==> src/rtl/rb_simon_pkg.sv <==
// rtl/rb_simon_pkg.sv - shared widths, share-bus offsets and host FSM state for the SIMON host
package rb_simon_pkg;

  localparam int SHARE_W = 256;
  localparam int RES_W   = 128;
  localparam int NSHARE  = 3;
  localparam int DIN_W   = SHARE_W * NSHARE;
  localparam int RND_W   = SHARE_W * 2;

  localparam int A_LSB = 2 * SHARE_W;
  localparam int B_LSB = SHARE_W;
  localparam int C_LSB = 0;

  typedef enum logic [1:0] {
    ST_IDLE,
    ST_LOAD,
    ST_WAIT,
    ST_HOLD
  } host_state_e;

endpackage

==> src/rtl/rb_share_split.sv <==
// rtl/rb_share_split.sv - splits a 256-bit word into three XOR shares on the Din bus
// RB_SIMON_HOST_MASK_EN selects masked shares; undefined gives A=in_data, B=C=0.
module rb_share_split
  import rb_simon_pkg::*;
(
  input  logic [SHARE_W-1:0] in_data,
  input  logic [RND_W-1:0]   rnd_in,
  output logic [DIN_W-1:0]   share_bus
);

  logic [SHARE_W-1:0] r1;
  logic [SHARE_W-1:0] r2;

`ifdef RB_SIMON_HOST_MASK_EN
  assign r1 = rnd_in[RND_W-1:SHARE_W];
  assign r2 = rnd_in[SHARE_W-1:0];
`else
  // Debug build: randomness is dropped so the wrapper sees the raw word.
  logic unused_rnd;
  assign unused_rnd = ^rnd_in;
  assign r1 = '0;
  assign r2 = '0;
`endif

  assign share_bus[A_LSB +: SHARE_W] = in_data ^ r1 ^ r2;
  assign share_bus[B_LSB +: SHARE_W] = r1;
  assign share_bus[C_LSB +: SHARE_W] = r2;

endmodule

==> src/rtl/rb_simon_host.sv <==
// rtl/rb_simon_host.sv - host initiator: loads shares into the SIMON wrapper and captures its result
// Masking is controlled by RB_SIMON_HOST_MASK_EN inside rb_share_split.
module rb_simon_host
  import rb_simon_pkg::*;
#(
  parameter int TIMEOUT = 4096,
  parameter int CW      = $clog2(TIMEOUT + 1)
) (
  input  logic               CLK,
  input  logic               RST,
  input  logic [SHARE_W-1:0] in_data,
  input  logic               in_valid,
  output logic               in_ready,
  input  logic [RND_W-1:0]   rnd_in,
  output logic [DIN_W-1:0]   Din,
  output logic               Drdy,
  output logic               EN,
  input  logic [RES_W-1:0]   Dout,
  input  logic               Dvld,
  output logic [RES_W-1:0]   res_data,
  output logic               res_err,
  output logic               res_valid,
  input  logic               res_ready
);

  host_state_e        state_q, state_d;
  logic [DIN_W-1:0]   din_q, din_d;
  logic               drdy_q, drdy_d;
  logic               en_q, en_d;
  logic [CW-1:0]      cnt_q, cnt_d;
  logic [RES_W-1:0]   res_data_q, res_data_d;
  logic               res_err_q, res_err_d;
  logic [DIN_W-1:0]   share_bus;

  rb_share_split u_split (
    .in_data   (in_data),
    .rnd_in    (rnd_in),
    .share_bus (share_bus)
  );

  always_comb begin
    state_d    = state_q;
    din_d      = din_q;
    drdy_d     = 1'b0;
    en_d       = en_q;
    cnt_d      = cnt_q;
    res_data_d = res_data_q;
    res_err_d  = res_err_q;
    case (state_q)
      ST_IDLE: begin
        en_d = 1'b0;
        if (in_valid) begin
          state_d = ST_LOAD;
          din_d   = share_bus;
          drdy_d  = 1'b1;
          en_d    = 1'b1;
          cnt_d   = '0;
        end
      end
      ST_LOAD: begin
        state_d = ST_WAIT;
        en_d    = 1'b1;
        cnt_d   = '0;
      end
      ST_WAIT: begin
        en_d = 1'b1;
        // Dvld is checked first so a pulse on the final timeout cycle still counts.
        if (Dvld) begin
          state_d    = ST_HOLD;
          res_data_d = Dout;
          res_err_d  = 1'b0;
          en_d       = 1'b0;
          din_d      = '0;
        end else if (cnt_q == CW'(TIMEOUT - 1)) begin
          state_d    = ST_HOLD;
          res_data_d = '0;
          res_err_d  = 1'b1;
          en_d       = 1'b0;
          din_d      = '0;
        end else begin
          cnt_d = cnt_q + CW'(1);
        end
      end
      ST_HOLD: begin
        en_d = 1'b0;
        if (res_ready) state_d = ST_IDLE;
      end
      default: state_d = ST_IDLE;
    endcase
  end

  always_ff @(posedge CLK) begin
    if (RST) begin
      state_q    <= ST_IDLE;
      din_q      <= '0;
      drdy_q     <= 1'b0;
      en_q       <= 1'b0;
      cnt_q      <= '0;
      res_data_q <= '0;
      res_err_q  <= 1'b0;
    end else begin
      state_q    <= state_d;
      din_q      <= din_d;
      drdy_q     <= drdy_d;
      en_q       <= en_d;
      cnt_q      <= cnt_d;
      res_data_q <= res_data_d;
      res_err_q  <= res_err_d;
    end
  end

  assign in_ready  = (state_q == ST_IDLE);
  assign res_valid = (state_q == ST_HOLD);
  assign Din       = din_q;
  assign Drdy      = drdy_q;
  assign EN        = en_q;
  assign res_data  = res_data_q;
  assign res_err   = res_err_q;

endmodule

==> config.mk <==
export PLATFORM = sky130hd
export DESIGN_NAME = rb_simon_host
export DESIGN_NICKNAME = d
export VERILOG_FILES = /design/src/rtl/rb_simon_pkg.sv /design/src/rtl/rb_share_split.sv /design/src/rtl/rb_simon_host.sv
export SDC_FILE = /design/constraint.sdc
export NUM_CORES = 1
export LEC_CHECK = 0
export BUFFER_PORTS_ARGS = -buffer_cell sky130_fd_sc_hd__buf_2
export CAP_MARGIN = 20
export CORE_AREA = 2 2 711 713
export CTS_BUF_LIST = sky130_fd_sc_hd__clkbuf_16
export DETAILED_ROUTE_END_ITERATION = 7
export DIE_AREA = 0 0 713 715
export PLACE_DENSITY = 0.3
export SLEW_MARGIN = 20
export SYNTH_ARGS = -nofsm -noshare
export SYNTH_HDL_FRONTEND = slang
export SYNTH_SLANG_ARGS = --single-unit
==> constraint.sdc <==
create_clock -name CLK -period 2.5 [get_ports CLK]
set_input_delay 0.125 -clock CLK [delete_from_list [all_inputs] [get_ports CLK]]
set_output_delay 0.125 -clock CLK [all_outputs]
set_load 0.005 [all_outputs]
Word level (Yosys, flattened, before mapping)
Cells that the tools add are included.
Widths: inputs -> output; s select.
- register bits after elaboration: 914
- bits in latches: 0
- bits in writable memories: 0
- ROM bits: 0
- bits of input ports: 901
- logic and storage cells: 48
- memories: 0
- add/sub/neg operators: 1
- $mul: 0
- divide/modulo/power cells: 0
- $lt $le $gt $ge: 0
- eq/ne operators: 9
- shifts and indexed selects: 0
- mux-type cells: 21
- bitwise gates (word level): 1
- reduce and logical (&&, ||, !) cells: 9
- operators by type and width (cell ; count):
    $mux 768 ; 3
    $pmux 768 s2 ; 1
    $mux 128 ; 2
    $mux 13 ; 3
    $pmux 13 s3 ; 1
    $add 13x1->13 const B ; 1
    $eq 13x12->1 const B ; 1
    $mux 2 ; 4
    $pmux 2 s4 ; 1
    $ne 2x2->1 const B ; 3
    $reduce_and 3->1 ; 2
    $mux 1 ; 5
    $eq 2x2->1 const B ; 2
    $pmux 1 s4 ; 1
    $reduce_and 4->1 ; 1
    $reduce_bool 2->1 ; 2
    $ne 3x3->1 const B ; 1
    $reduce_bool 3->1 ; 1
    $eq 2x1->1 const B ; 1
    $logic_not 2->1 ; 1
    $ne 2x1->1 const B ; 1
    $reduce_and 2->1 ; 1
    $reduce_or 2->1 ; 1
    $not 1->1 ; 1

Logic depth before layout (Yosys ltp)
- word-level depth: 4
- depth in mapped cells: 8
- gate-level depth less buffers: 6

Hierarchy
From an unflattened synthesis, not the netlist that was laid out.
- cells, all modules: 4591
- area, all modules: 38077.8 um2
- modules (own cells, without submodules) (module ; instances ; cells each ; area each (um2)):
    rb_simon_host ; 1 ; 3822 ; 32308.5
    rb_share_split ; 1 ; 769 ; 5769.3

Worst setup path after synthesis
Ideal clock, no wire load.
- path type: reg-to-reg
- start: register cnt_q[0]
- end: register din_q[585], in the netlist Din[585]
- arrival: 1913 ps
- required time: 2371 ps
- setup slack: 458 ps
- cell stages (with the launch flop): 8
- path through: dfxtp_1 ha_1 nand4_2 or4_4 a22oi_4 buf_6 buf_6 o31ai_1
- longest elaborated chain between the ends: 3
- RTL lines (what ; line ; source):
    from (decl) ; rb_simon_host.sv:30 ; logic [CW-1:0] cnt_q, cnt_d;
    from (signal assigned) ; rb_simon_host.sv:106 ; cnt_q <= cnt_d;
    $eq 13x12->1 ; rb_simon_host.sv:74 ; end else if (cnt_q == CW'(TIMEOUT - 1)) begin
    $ne 3x3->1 (no line) ; - ;
    $reduce_and 3->1 (no line) ; - ;
    to (signal assigned) ; rb_simon_host.sv:103 ; din_q <= din_d;
    to (decl) ; rb_simon_host.sv:27 ; logic [DIN_W-1:0] din_q, din_d;
No other way between the ends.
A chain may end at the register's enable or synchronous reset.

Worst setup path after layout
- start: register cnt_q[0]
- end: register din_q[733], in the netlist Din[733]
The elaborated chain is that of the path after synthesis.

==> Implementation_results.wiki <==
{| class="wikitable"
! Metric !! Value
|-
| Synthesized area divided by synthesized cell count || roughly 9.0 um2
|-
| Max_slew headroom || 46.7%
|-
| Data required, critical path || 3070 ps
|-
| Largest fanout of any net on the critical path || between 40 and 50
|-
| Sequential fraction of the synthesis area || 43.6%
|-
| Ys flop type || dfxtp_1
|-
| Initial core utilization || approximately 3.7%
|-
| DRC Markers || 0
|-
| Sink count of the clock tree || approximately 400
|-
| Commonest non-fill, non-tap cell in the layout || buf_2
|-
| Sort of element at the end of the critical path || flip-flop
|-
| Final-layout fill cell count || 59400
|-
| Final global-route overflow total || 0
|-
| Die Span X || between 700 and 800 um
|-
| Largest incremental delay on the critical path || about 550 ps
|-
| Post-route insts no fill || a little over 10000
|-
| Total I/O pin count || between 1500 and 2000
|-
| Largest net degree at the start of global routing || 70
|-
| Slowest library cell on the worst path || or4_4
|-
| Synth top area share || roughly 44%
|-
| Run status || finished clean
|-
| Count of endpoints failing hold in the final timing report || 0
|-
| Area of the placeable core || 503000 um2
|-
| Pin slew with the least headroom to its limit || ~800 ps
|-
| Final critical-path share of the clock period || between 90% and 100%
|-
| DIE AREA || slightly above 500000 um2
|-
| Fraction of registers with async set/reset || 0%
|-
| Setup clock skew after layout || ~130 ps
|-
| Total track usage || 6.73%
|-
| Layout overhead on the synthesized area || 94.9%
|-
| Maximum clock frequency || between 0.4 and 0.5 GHz
|-
| Buffers from clock root to sink, at most || 4
|-
| Max H-tree Level || 3
|-
| Number of synthesized flops with an enable pin || 0
|-
| Multi-input gate area || 6820 um2
|-
| Placed insts || ~9500
|-
| Power per cell area || 742 nW/um2
|-
| Clock root cell || clkbuf_16
|-
| Final cell area excluding filler cells || 36000 um2
|-
| #FFs+latches synth || 402
|-
| LEAKAGE || around 14 nW
|-
| Via count of the first global-routing pass || 17200
|-
| Worst setup path endpoint || Din[733]
|-
| Clock tree from TritonCTS || built
|-
| Antenna violations before repair || 228
|-
| Leading cell types by total area after synthesis || dfxtp_1 (44%), buf_4 (21%), o31ai_1 (10%)
|-
| Area of all sequential standard cells || around 8000 um2
|-
| Cell type contributing the most total cell area after synthesis || dfxtp_1
|-
| Post-layout nets || ~4200
|-
| Finish-stage setup viols || 0
|-
| First-pass iteration count of the detailed router || 5
|-
| Synthesized area || between 15000 and 20000 um2
|-
| Post-synthesis cell type count || 41
|-
| Cells traversed along the worst timing path || ha_2, nand4_2, or4_4, a22oi_4, buf_12, buf_16, o31ai_1
|-
| Post-layout minimum cycle time || between 2000 and 2500 ps
|-
| Share of cells above drive strength 1 || between 20 and 30%
|-
| Arrival time reported for the critical path endpoint || approximately 3000 ps
|-
| Launching point of the worst reg2reg path || cnt_q[0]
|-
| Final count of pins violating max slew || 0
|-
| DP Wirelength || approximately 160000 um
|-
| Leading cell types in the layout, fill and taps excluded || buf_2 (776), conb_1 (512), dlygate4sd3_1 (432), dfxtp_1 (401), inv_1 (272)
|-
| Placed standard-cell area || around 30000 um2
|-
| Row count || 261
|-
| Capture point of the worst reg-to-reg path || Din[733]
|-
| Total detailed-routing wirelength || around 180000 um
|-
| DRT iter0 DRCs || 833
|-
| Final Total Pwr || between 20 and 30 mW
|-
| Placer's final routability congestion estimate || roughly 0.70
|-
| Routed WL per cell || between 15 and 20 um
|-
| Vias per Instance || between 1.5 and 2
|-
| Setup ws final || between 70 and 80 ps
|-
| Ys Warns || 0
|-
| Clock slew at reported path FFs || ~60 ps
|-
| Number of buffers added on ports || 777
|-
| Clock Latency Late Sink || between 800 and 900 ps
|-
| Final hold slack || between 90 and 100 ps
|-
| Kind of critical path || reg -> reg
|-
| Remaining antenna violation count || 0
|-
| CP startpoint kind || flip-flop
|-
| Launching element of the worst setup path || cnt_q[0]
|-
| Inserted Clock Buffers || between 70 and 80
|-
| R2R depth || 7
|-
| Setup repair after global routing missed its margin || true
|-
| Global-route wire length before repair || between 200000 and 250000 um
|-
| Hold crit path type || in -> reg
|-
| # Max-Cap Violations || 0
|-
| Chip Height || 715 um
|-
| Vias after detailed routing || about 18000
|-
| Register-to-register setup slack || 70 ps
|-
| Gate count after technology mapping || just over 2000
|-
| Peak ir drop on the vdd network || 417 uV
|-
| Pre-CTS worst setup slack || about 52 ps
|}
-- per-layer routing --
| metal | global-route usage (%) | routed length [um] | up-vias |
|---|---|---|---|
| li1 | - | - | 8443 |
| met1 | 6.67 | 62100 | 8347 |
| met2 | 11.3 | 84500 | 1012 |
| met3 | 5.01 | 27900 | 422 |
| met4 | 1.33 | 5370 | 68 |
| met5 | 0 | 441 | - |
-- synthesized netlist by cell type (4+ instances only) --
| master | instances |
|---|---|
| nor4_1 | 8 |
| a311oi_1 | 4 |
| buf_2 | 15 |
| nor2_1 | 7 |
| dfxtp_1 | 402 |
| o21ai_0 | 6 |
| nand3_1 | 8 |
| buf_6 | 23 |
| buf_1 | 5 |
| nand2_1 | 262 |
| buf_4 | 516 |
| clkbuf_1 | 86 |
| ha_1 | 7 |
| a21oi_1 | 5 |
| o31ai_1 | 258 |
| nor3_1 | 6 |
| a32o_1 | 133 |
| inv_1 | 265 |
| nand2b_1 | 4 |
-- metrics by stage --
step	setup TNS (ps)	utilization, %
2_1_floorplan	0	-
3_3_place_gp	0	5.80
3_5_place_dp	0	5.80
5_1_grt	-64.7	7.14
6_report	0	7.16
4_1_cts	0	7.11
-- worst min-delay path by stage --
stage                         endpoint         start  slack, ps  cells past startpoint
after CTS                     Din[583]   in_data[71]          2                      4
after detailed placement      Din[671]  in_data[159]        320                      3
final                     res_data[38]      Dout[38]        100                      3
after floorplan               Din[512]    in_data[0]        230                      2
after global routing          Din[535]   in_data[23]         30                      4
after global placement        Din[568]   in_data[56]        320                      3
-- flip-flops by register name, indices dropped and copies added (netlist names) --
signal	flops
res_err	1
Drdy	1
state_q	2
Din	256
EN	1
res_data	128
cnt_q	13
-- kinds of logic (layout without fill, tap and decap cells) --
logic type	after synthesis	count (layout)	synth area share [%]
flip-flops	402	402	43.6
multiplexers	1	1	0.0610
buffers and inverters	910	1688	30.0
AO/OA/AOI/OAI	417	417	18.7
AND/OR/NAND/NOR	316	316	7.08
other	1	565	0.0203
adder cells (fa/ha/maj)	7	7	0.474
-- repair_timing --
| action | CTS | global route |
|---|---|---|
| cloned | 0 | 1 |
| endpoints found under the hold margin | 400 | 0 |
| pin swaps | 0 | 2 |
| endpoints found under the setup margin | 66 | 83 |
| buffers inserted | 1 | 3 |
| resized for setup | 4 | 5 |
| hold buffers | 432 | 0 |
-- where the power goes --
group | internal, mW | switching (mW) | leakage, nW
clock network | 5.94 | 4.22 | 1.14
registers | 7.65 | 0.618 | 3.28
logic | 2.88 | 5.38 | 9.25
-- final cells by class --
cell class / count / share of cell area [%]
Clock buffer: 75 / 5.22
Clock inverter: 48 / 1.07
Antenna cell: 53 / 0.369
Multi-Input combinational cell: 1253 / 19.0
Sequential cell: 402 / 22.4
Inverter: 265 / 2.78
Timing Repair Buffer: 1300 / 25.9
Tap cell: 6706 / 23.3
-- worst max-delay path, delay by kind of cell, from the launching register on --
| kind | cells | cell delay (ps) |
|---|---|---|
| simple gates | 2 | 670 |
| buf+inv | 2 | 540 |
| compound gates | 2 | 360 |
| flops | 1 | 340 |
| fa+ha+maj | 1 | 190 |
No activity file was read; power rests on OpenSTA's default activity.
